===== config.mk =====
export PLATFORM = sky130hd
export DESIGN_NAME = uart_tx_io
export DESIGN_NICKNAME = d
export VERILOG_FILES = /design/src/rtl/uart_tx_io.sv
export SDC_FILE = /design/constraint.sdc
export NUM_CORES = 1
export LEC_CHECK = 0
export CAP_MARGIN = 0
export CORE_MARGIN = 2
export CORE_UTILIZATION = 55
export CTS_CLUSTER_DIAMETER = 50
export DETAILED_ROUTE_END_ITERATION = 12
export DONT_BUFFER_PORTS = 1
export HOLD_SLACK_MARGIN = 0.08
export PLACE_DENSITY_LB_ADDON = 0.15
export SYNTH_ARGS = -nofsm -noshare
export SYNTH_HDL_FRONTEND = slang
export SYNTH_SLANG_ARGS = --single-unit
export TNS_END_PERCENT = 1

===== constraint.sdc =====
create_clock -name clk -period 2.45 [get_ports clk]
set_input_delay 0.49 -clock clk [delete_from_list [all_inputs] [get_ports clk]]
set_output_delay 0.49 -clock clk [all_outputs]
set_load 0.01 [all_outputs]

===== src/rtl/uart_tx_io.sv =====
// Memory-mapped UART transmitter: byte FIFO feeding an 8N1 serialiser (LSB first).
// Status word exposes count/ovf/busy/full/empty for CPU polling.
module uart_tx_io #(
  parameter int unsigned CLKS_PER_BIT = 200,
  parameter int unsigned FIFO_DEPTH   = 16
) (
  input  logic        clk,
  input  logic        rst,
  input  logic        tx_we,
  input  logic [7:0]  tx_data,
  input  logic        clr_ovf,
  output logic [31:0] status,
  output logic        busy,
  output logic        tx
);

  localparam int unsigned PTR_W  = $clog2(FIFO_DEPTH);
  localparam int unsigned CNT_W  = PTR_W + 1;
  localparam int unsigned BAUD_W = $clog2(CLKS_PER_BIT);
  localparam logic [BAUD_W-1:0] BAUD_LAST = BAUD_W'(CLKS_PER_BIT - 1);

  typedef enum logic [1:0] {IDLE, START, DATA, STOP} state_t;

  state_t              state_q, state_d;
  logic [BAUD_W-1:0]   baud_q, baud_d;
  logic [2:0]          bit_q, bit_d;
  logic [7:0]          shift_q, shift_d;
  logic                tx_q, tx_d;
  logic                busy_q, busy_d;

  logic [7:0]          mem [FIFO_DEPTH];
  logic [PTR_W-1:0]    wr_ptr_q, rd_ptr_q;
  logic [CNT_W-1:0]    count_q;
  logic                ovf_q;
  logic                full, empty, push, pop, baud_end;

  assign full     = (count_q == CNT_W'(FIFO_DEPTH));
  assign empty    = (count_q == '0);
  // A pop in the same cycle frees a slot, so a write into a full FIFO still succeeds.
  assign push     = tx_we && (!full || pop);
  assign baud_end = (baud_q == BAUD_LAST);

  // FIFO pointers, occupancy and sticky overflow (set beats clear)
  always_ff @(posedge clk) begin
    if (rst) begin
      wr_ptr_q <= '0;
      rd_ptr_q <= '0;
      count_q  <= '0;
      ovf_q    <= 1'b0;
    end else begin
      if (push) wr_ptr_q <= wr_ptr_q + PTR_W'(1);
      if (pop)  rd_ptr_q <= rd_ptr_q + PTR_W'(1);
      count_q <= count_q + CNT_W'(push) - CNT_W'(pop);
      if (tx_we && full && !pop) ovf_q <= 1'b1;
      else if (clr_ovf)          ovf_q <= 1'b0;
    end
  end

  always_ff @(posedge clk) begin
    if (push) mem[wr_ptr_q] <= tx_data;
  end

  // Serialiser state register
  always_ff @(posedge clk) begin
    if (rst) begin
      state_q <= IDLE;
      baud_q  <= '0;
      bit_q   <= '0;
      shift_q <= '0;
      tx_q    <= 1'b1;
      busy_q  <= 1'b0;
    end else begin
      state_q <= state_d;
      baud_q  <= baud_d;
      bit_q   <= bit_d;
      shift_q <= shift_d;
      tx_q    <= tx_d;
      busy_q  <= busy_d;
    end
  end

  // Next-state logic; tx_d is the line level for the cycle after this edge
  always_comb begin
    state_d = state_q;
    baud_d  = baud_q;
    bit_d   = bit_q;
    shift_d = shift_q;
    tx_d    = tx_q;
    busy_d  = 1'b0;
    pop     = 1'b0;
    case (state_q)
      IDLE: begin
        tx_d = 1'b1;
        if (!empty) begin
          pop     = 1'b1;
          shift_d = mem[rd_ptr_q];
          baud_d  = '0;
          bit_d   = '0;
          tx_d    = 1'b0;
          state_d = START;
        end
      end
      START: begin
        if (baud_end) begin
          baud_d  = '0;
          bit_d   = '0;
          tx_d    = shift_q[0];
          state_d = DATA;
        end else begin
          baud_d = baud_q + BAUD_W'(1);
        end
      end
      DATA: begin
        if (baud_end) begin
          baud_d  = '0;
          shift_d = {1'b0, shift_q[7:1]};
          if (bit_q == 3'd7) begin
            tx_d    = 1'b1;
            state_d = STOP;
          end else begin
            bit_d = bit_q + 3'd1;
            tx_d  = shift_q[1];
          end
        end else begin
          baud_d = baud_q + BAUD_W'(1);
        end
      end
      STOP: begin
        if (baud_end) begin
          baud_d = '0;
          if (!empty) begin
            pop     = 1'b1;
            shift_d = mem[rd_ptr_q];
            bit_d   = '0;
            tx_d    = 1'b0;
            state_d = START;
          end else begin
            tx_d    = 1'b1;
            state_d = IDLE;
          end
        end else begin
          baud_d = baud_q + BAUD_W'(1);
        end
      end
      default: state_d = IDLE;
    endcase
    busy_d = (state_d != IDLE);
  end

  assign tx     = tx_q;
  assign busy   = busy_q;
  assign status = {16'b0, 8'(count_q), 4'b0, ovf_q, busy_q, full, empty};

endmodule

==> flow_metrics.tcl, run 1 <==
set metrics [dict create \
    viasPerCell 5.73 \
    synthFlopType "edfxtp_1" \
    slowest_stage "fa_2" \
    r2r_slack_ns 0.02 \
    wl_per_cell_microns 19.7 \
    slew_violations 0 \
    finalCritPeriodShare_pct 99.0 \
    gp_congestion 0.808 \
    setup_violations 0 \
    dr.pass1.iters 4 \
    grt_max_degree 41 \
    insertion_delay_ns 0.42 \
    synth.distinct_cells 62 \
    reg2reg_depth 13 \
    ctsLongestPathBuffers 2 \
    async_flop_share_pct 0 \
    synth-xor-area-share_pct 1.08 \
    antenna_found_initial 0 \
    syn_inst 485 \
    ir_worst_vdd_mv 0.621 \
    cpMostUsedCell "nor2_1" \
    relSlewSlack_pct 54.3 \
    period_needed_ns 2.43 \
    hold-worst-slack_ns 0.129 \
    path_max_fanout 3 \
    initial_core_util_pct 55.6 \
    finalInstanceArea_sq_um 8260 \
    clk_pin_slew_ns 0.06 \
    muxShareOfSynthArea_pct 11.5 \
    crit_type "flip-flop to flip-flop" \
    synth_top_family_by_area "multiplexers" \
    dieArea_sq_um 14200 \
    drive_above_1_share_pct 22.2 \
    cts_tree "yes" \
    cp.required_ns 2.77 \
    cts.sinks 169 \
    worstPathArrival_ns 2.75 \
    fp.coreArea_sq_um 13100 \
    first_global_vias 4063 \
    crit_start "count_q[2]" \
    multi_input_area_sq_um 2390 \
    end_kind "flip-flop" \
    diodes 0 \
    grt_pass1_wl_microns 22300 \
    drv_cap 0 \
    rr_endpoint "count_q[4]" \
    hold_start "rst" \
    p_total_mw 8.22 \
    synth_fa_ha_area_share_pct 3.37 \
    startpoint_type "flip-flop" \
    io_buffers 0 \
    p_leak_nw 2.89 \
    yosysSeqAreaShare_pct 64.1 \
    rsz0062_at_grt "true" \
    area_growth_pct 13.5 \
    cts-root-buf "clkbuf_16" \
    ant_nets 0 \
    outcome "finished, final reports clean" \
    synth-simple-area-share_pct 8.14 \
    track_usage_pct 21.2 \
    power_density_nw_per_um2 996 \
    timing.rr.start "count_q[2]" \
    postCtsHoldBufs 0 \
    dp_hpwl_microns 9440 \
    cts_made_buffers 17 \
    fillCellCount 960 \
    ff_latch_area_sq_um 4670 \
    fin_util_pct 63.1 \
    slowest_delay_ns 0.41 \
    placed_cell_area_sq_um 7640 \
    syn-cell-area_sq_um 7270 \
    wl_microns 14100 \
    synth_edf_count 128 \
    synth_area_per_cell_sq_um 15.0 \
    initialDrtViolationCount 322 \
    final-hold-violation-count 0 \
    synth_seq_cells 169 \
    synth_compound_area_share_pct 6.69 \
    rows 42 \
    hold_path_class "input pin to flip-flop" \
    die_h_microns 119 \
    final_nets 555 \
    drc 0 \
    yosysWarnings 0 \
    vias 4083 \
    grt_overflow_total 0 \
    cp-endpoint "count_q[4]" \
    ioPinCount 46 \
    h-tree-depth 4 \
    die_w_microns 119 \
    clock_skew_ns 0.00664 \
    clock.fmax_mhz 412 \
    tightestPinTransition_ns 0.684 \
    path_cells "inv_1 -> ha_1 -> nor4b_2 -> nor3_2 -> nand2b_4 -> o21ai_2 -> ha_2 -> fa_2 -> a21oi_2 -> nor2_1 -> nor2_1 -> xnor2_1 -> nor2_1" \
]
[synthesized netlist by cell type (2+ instances only)]
| library cell | number | share of area, % |
|---|---|---|
| dfxtp_1 | 41 | 11 |
| and3_1 | 3 | 0.26 |
| a22oi_1 | 18 | 1.9 |
| nand3_1 | 6 | 0.41 |
| nor2_1 | 49 | 2.5 |
| mux2i_1 | 11 | 1.5 |
| ha_1 | 18 | 3.1 |
| buf_4 | 27 | 2.8 |
| clkbuf_1 | 7 | 0.36 |
| buf_1 | 2 | 0.10 |
| nand4_1 | 2 | 0.17 |
| inv_1 | 12 | 0.62 |
| a211oi_2 | 2 | 0.34 |
| nor4b_1 | 2 | 0.24 |
| a211oi_1 | 4 | 0.41 |
| a41oi_1 | 2 | 0.24 |
| nand2b_1 | 3 | 0.26 |
| buf_2 | 5 | 0.34 |
| xor2_1 | 2 | 0.24 |
| o22ai_1 | 2 | 0.17 |
| o21ai_0 | 8 | 0.55 |
| or3b_2 | 2 | 0.24 |
| edfxtp_1 | 128 | 53 |
| and2_1 | 2 | 0.17 |
| mux4_1 | 10 | 3.6 |
| a21oi_1 | 19 | 1.3 |
| nor4_1 | 2 | 0.17 |
| nor2b_1 | 4 | 0.34 |
| nand2_1 | 19 | 0.98 |
| a311oi_1 | 3 | 0.36 |
| nor3_1 | 12 | 0.83 |
| buf_6 | 3 | 0.46 |
| xnor2_1 | 7 | 0.84 |
| mux4_2 | 20 | 6.2 |
[how the worst min path moves through the flow]
stage,to,slack [ns],cells past startpoint
2_1_floorplan,shift_q[0],0.44,2
3_3_place_gp,shift_q[0],0.44,2
3_5_place_dp,shift_q[0],0.44,2
4_1_cts,baud_q[1],0.10,1
5_1_grt,wr_ptr_q[1],0.11,1
6_report,count_q[0],0.13,1
[kinds of logic after synthesis]
family,Yosys count
buf+inv,58
other cells,1
compound gates,70
fa+ha+maj,19
mux,42
xor+xnor,9
flops,169
simple gates,117
[final cells by class]
type / instances / area share, %
clock buffers: 19 / 5.24
well taps: 176 / 2.67
multi-input cells: 280 / 28.9
inverters: 12 / 0.545
clock inverters: 13 / 1.76
flip-flops and latches: 169 / 56.6
repair buffers: 44 / 4.30
[registers in the layout, indices dropped and copies added, names as in the netlist, named ones only]
signal,cells
baud_q,8
bit_q,3
busy,1
count_q,5
mem,128
ovf_q,1
rd_ptr_q,4
shift_q,8
state_q,2
tx,1
wr_ptr_q,4
[through the flow]
stage	setup TNS [ns]	setup WS (ns)	std cells
floorplan	-0.0323	-0.0323	507
global placement	0	0.0143	680
detailed placement	-0.0653	-0.0653	680
CTS	0	0.0101	713
global route	-0.0877	-0.0877	713
finish	0	0.0249	713
[layer usage]
metal / vias up / global-route usage, % / share of wire (%)
met5: - / 0 / 0
met4: 0 / 6.55 / 1.4
met3: 15 / 5.12 / 4.8
met2: 116 / 35.5 / 51
met1: 2059 / 27.5 / 43
li1: 1893 / - / -
[cell usage in the layout (no fill, tap or decap), types with 3 or more instances in the layout]
cell | netlist | layout
edfxtp_1 | 128 | 128
nor2_1 | 49 | 48
buf_4 | 27 | 42
dfxtp_1 | 41 | 37
conb_1 | 1 | 23
mux4_2 | 20 | 20
nand2_1 | 19 | 19
a21oi_1 | 19 | 18
a22oi_1 | 18 | 18
clkbuf_16 | 0 | 17
ha_1 | 18 | 15
inv_1 | 12 | 12
nor3_1 | 12 | 11
mux2i_1 | 11 | 11
mux4_1 | 10 | 10
xnor2_1 | 7 | 7
o21ai_0 | 8 | 7
nand3_1 | 6 | 6
nor2b_1 | 4 | 4
a211oi_1 | 4 | 4
and3_1 | 3 | 3
a311oi_1 | 3 | 3
dfxtp_2 | 0 | 3
clkinvlp_4 | 0 | 3
[worst max-delay path, delay by kind of cell, from the launching register on]
kind / cells / cell delay, ns
fa+ha+maj: 3 / 0.82
buf+inv: 1 / 0.06
simple gates: 6 / 0.81
compound gates: 2 / 0.17
xor+xnor: 1 / 0.13
flops: 1 / 0.33
[power breakdown]
group	switching (mW)	internal [mW]	total, mW
clock	1.11	1.51	2.62
combinational	1.11	1.05	2.15
sequential	0.150	3.30	3.45
[timing repair]
action | CTS | global route
setup endpoints to repair | 1 | 9
buffers inserted | 1 | 0
pin swaps | 3 | 0
gates cloned | 0 | 0
gates resized for setup | 3 | 3
(Power assumes the default switching activity.)
==> run 2: changes to the inputs <==
--- a/config.mk
+++ b/config.mk
@@ -5,6 +5,7 @@
 export SDC_FILE = /design/constraint.sdc
 export NUM_CORES = 1
 export LEC_CHECK = 0
+export ABC_AREA = 1
 export CAP_MARGIN = 0
 export CORE_MARGIN = 2
 export CORE_UTILIZATION = 55
==> flow_metrics.tcl, run 2 <==
set metrics [dict create \
    outcome "finished, final reports clean" \
    final_common_cell "nand2_1" \
    worstPathArrival_ns 2.66 \
    die_w_microns 123 \
    startpoint_type "flip-flop" \
    end_kind "flip-flop" \
    clock_skew_ns 0.00549 \
    wl_per_cell_microns 16.2 \
    drive_above_1_share_pct 13.0 \
    hold_path_class "input pin to flip-flop" \
    final_cell_mix "218 x nand2_1, 128 x edfxtp_1, 94 x inv_1" \
    fp.coreArea_sq_um 13900 \
    relSlewSlack_pct 51.2 \
    async_flop_share_pct 0 \
    first_global_vias 5186 \
    reg.largest.list "mem x128, baud_q x8, shift_q x8" \
    finalCritPeriodShare_pct 95.6 \
    diodes 0 \
    wl_microns 16700 \
    yosysWarnings 0 \
    hold_path_end "bit_q[0]" \
    synth_seq_cells 169 \
    rows 43 \
    ctsLongestPathBuffers 2 \
    io_buffers 0 \
    grt_max_degree 72 \
    yosysTopAreaCell "edfxtp_1" \
    gp_congestion 0.825 \
    initial_core_util_pct 56.5 \
    period_needed_ns 2.34 \
    hold_depth 1 \
    die_h_microns 123 \
    dr.pass1.iters 5 \
    ant_nets 0 \
    cts_tree "yes" \
    final-hold-violation-count 0 \
    setup_violations 0 \
    synth_common_cells "218 x nand2_1, 128 x edfxtp_1, 97 x inv_1" \
    hold_start "rst" \
    dp_hpwl_microns 10500 \
    area_growth_pct 11.3 \
    syn-cell-area_sq_um 7840 \
    path_max_fanout 4 \
    cts-root-buf "clkbuf_16" \
    rr_endpoint "count_q[4]" \
    clk_pin_slew_ns 0.06 \
    synthFlopType "edfxtp_1" \
    largest_reg_flops 128 \
    grt_pass1_wl_microns 26400 \
    cts.sinks 169 \
    slew_violations 0 \
    reg2reg_depth 15 \
    largest-register "mem" \
    syn_inst 819 \
    antenna_found_initial 0 \
    viasPerCell 5.27 \
    synthTopCellsByArea "edfxtp_1 49%, dfxtp_1 10%, nand2_1 10%" \
    final_nets 874 \
    p_leak_nw 3.65 \
    tns_ns 0 \
    timing.rr.start "baud_q[1]" \
    insertion_delay_ns 0.43 \
    yosysSeqAreaShare_pct 59.5 \
    ioPinCount 46 \
    hold-worst-slack_ns 0.126 \
    track_usage_pct 23.5 \
    crit_type "flip-flop to flip-flop" \
    initialDrtViolationCount 421 \
    synth.most_common_cell "nand2_1" \
    synth.distinct_cells 40 \
    rsz0062_at_grt "true" \
    r2r_slack_ns 0.11 \
    synth_edf_count 128 \
    drc 0 \
    cp.required_ns 2.76 \
    postCtsHoldBufs 0 \
    cts_made_buffers 17 \
    synth_top_cell_area_share_pct 49.0 \
    drv_cap 0 \
    power_density_nw_per_um2 1090 \
    dieArea_sq_um 15200 \
    clock.fmax_mhz 427 \
    grt_overflow_total 0 \
    vias 5458 \
    h-tree-depth 4 \
    tightestPinTransition_ns 0.730 \
    ir_worst_vdd_mv 1.09 \
    synth_area_per_cell_sq_um 9.58 \
]
run 2: per-layer routing:
metal | wire (microns) | vias to the layer above | track usage [%]
li1 | - | 2674 | -
met1 | 7280 | 2601 | 31.4
met2 | 8060 | 166 | 37.2
met3 | 1170 | 17 | 5.86
met4 | 246 | 0 | 8.88
met5 | 0 | - | 0
run 2: through the flow:
stage               util (%)  worst slack (ns)  total power, mW  instance area [sq um]  cells
global route            62.9           -0.0255             10.1                   8730   1036
detailed placement      58.3           -0.0659             6.95                   8090   1000
floorplan                  -           0.00652             6.11                   7930    841
global placement        58.3          -0.00654             6.86                   8090   1000
CTS                     62.3            0.0187             9.47                   8650   1032
finish                  62.9             0.108             9.52                   8730   1036
run 2: kinds of logic (layout without fill, tap and decap cells):
group / count (synthesis) / count (layout) / share of synthesized area [%]
other: 1 / 23 / 0.0478
xor gates and xnor gates: 6 / 6 / 0.670
AOI/OAI and AO/OA: 68 / 68 / 5.17
DFF: 169 / 169 / 59.5
and+or+nand+nor: 396 / 396 / 21.9
adders and majority gates: 19 / 19 / 3.13
buffers and inverters: 160 / 175 / 9.67
run 2: power by group:
group | internal [mW] | leakage, nW | switching (mW)
logic | 1.27 | 1.89 | 2.24
registers | 3.35 | 1.49 | 0.165
clock network | 1.40 | 0.273 | 1.11
total | 6.01 | 3.65 | 3.51
run 2: worst max path at each step:
stage / to / startpoint / slack [ns]
floorplan: count_q[4] / count_q[2] / 0.007
global placement: count_q[4] / state_q[1] / -0.007
detailed placement: count_q[4] / state_q[1] / -0.07
CTS: count_q[4] / state_q[0] / 0.02
global route: count_q[4] / baud_q[1] / -0.03
finish: count_q[4] / baud_q[1] / 0.11
run 2: worst max-delay path, stage by stage, from the launching register on:
cell	delay, ns
dfxtp_4	0.37
ha_4	0.15
nand4_4	0.11
nor2_4	0.15
nor2_4	0.05
inv_4	0.07
nand2_4	0.06
nand2_4	0.07
nand2_4	0.05
xor2_1	0.15
ha_2	0.21
fa_2	0.37
a21oi_2	0.14
o21ai_2	0.08
o21ai_1	0.14
a21oi_1	0.06
run 2: area by class of cell:
| type | count | area [sq um] |
|---|---|---|
| clock buffers | 17 | 425 |
| clock inverters | 15 | 126 |
| fillers | 1130 | 5150 |
| inverters | 102 | 393 |
| multi-input cells | 512 | 2550 |
| flip-flops and latches | 169 | 4680 |
| well taps | 180 | 225 |
| repair buffers | 41 | 333 |
run 2: timing repair:
item,in CTS,in global routing
gates resized for setup,4,13
endpoints found under the setup margin,1,1
endpoints found under the hold margin,0,0
pin swaps,1,10
buffers inserted,0,4
cloned,0,0
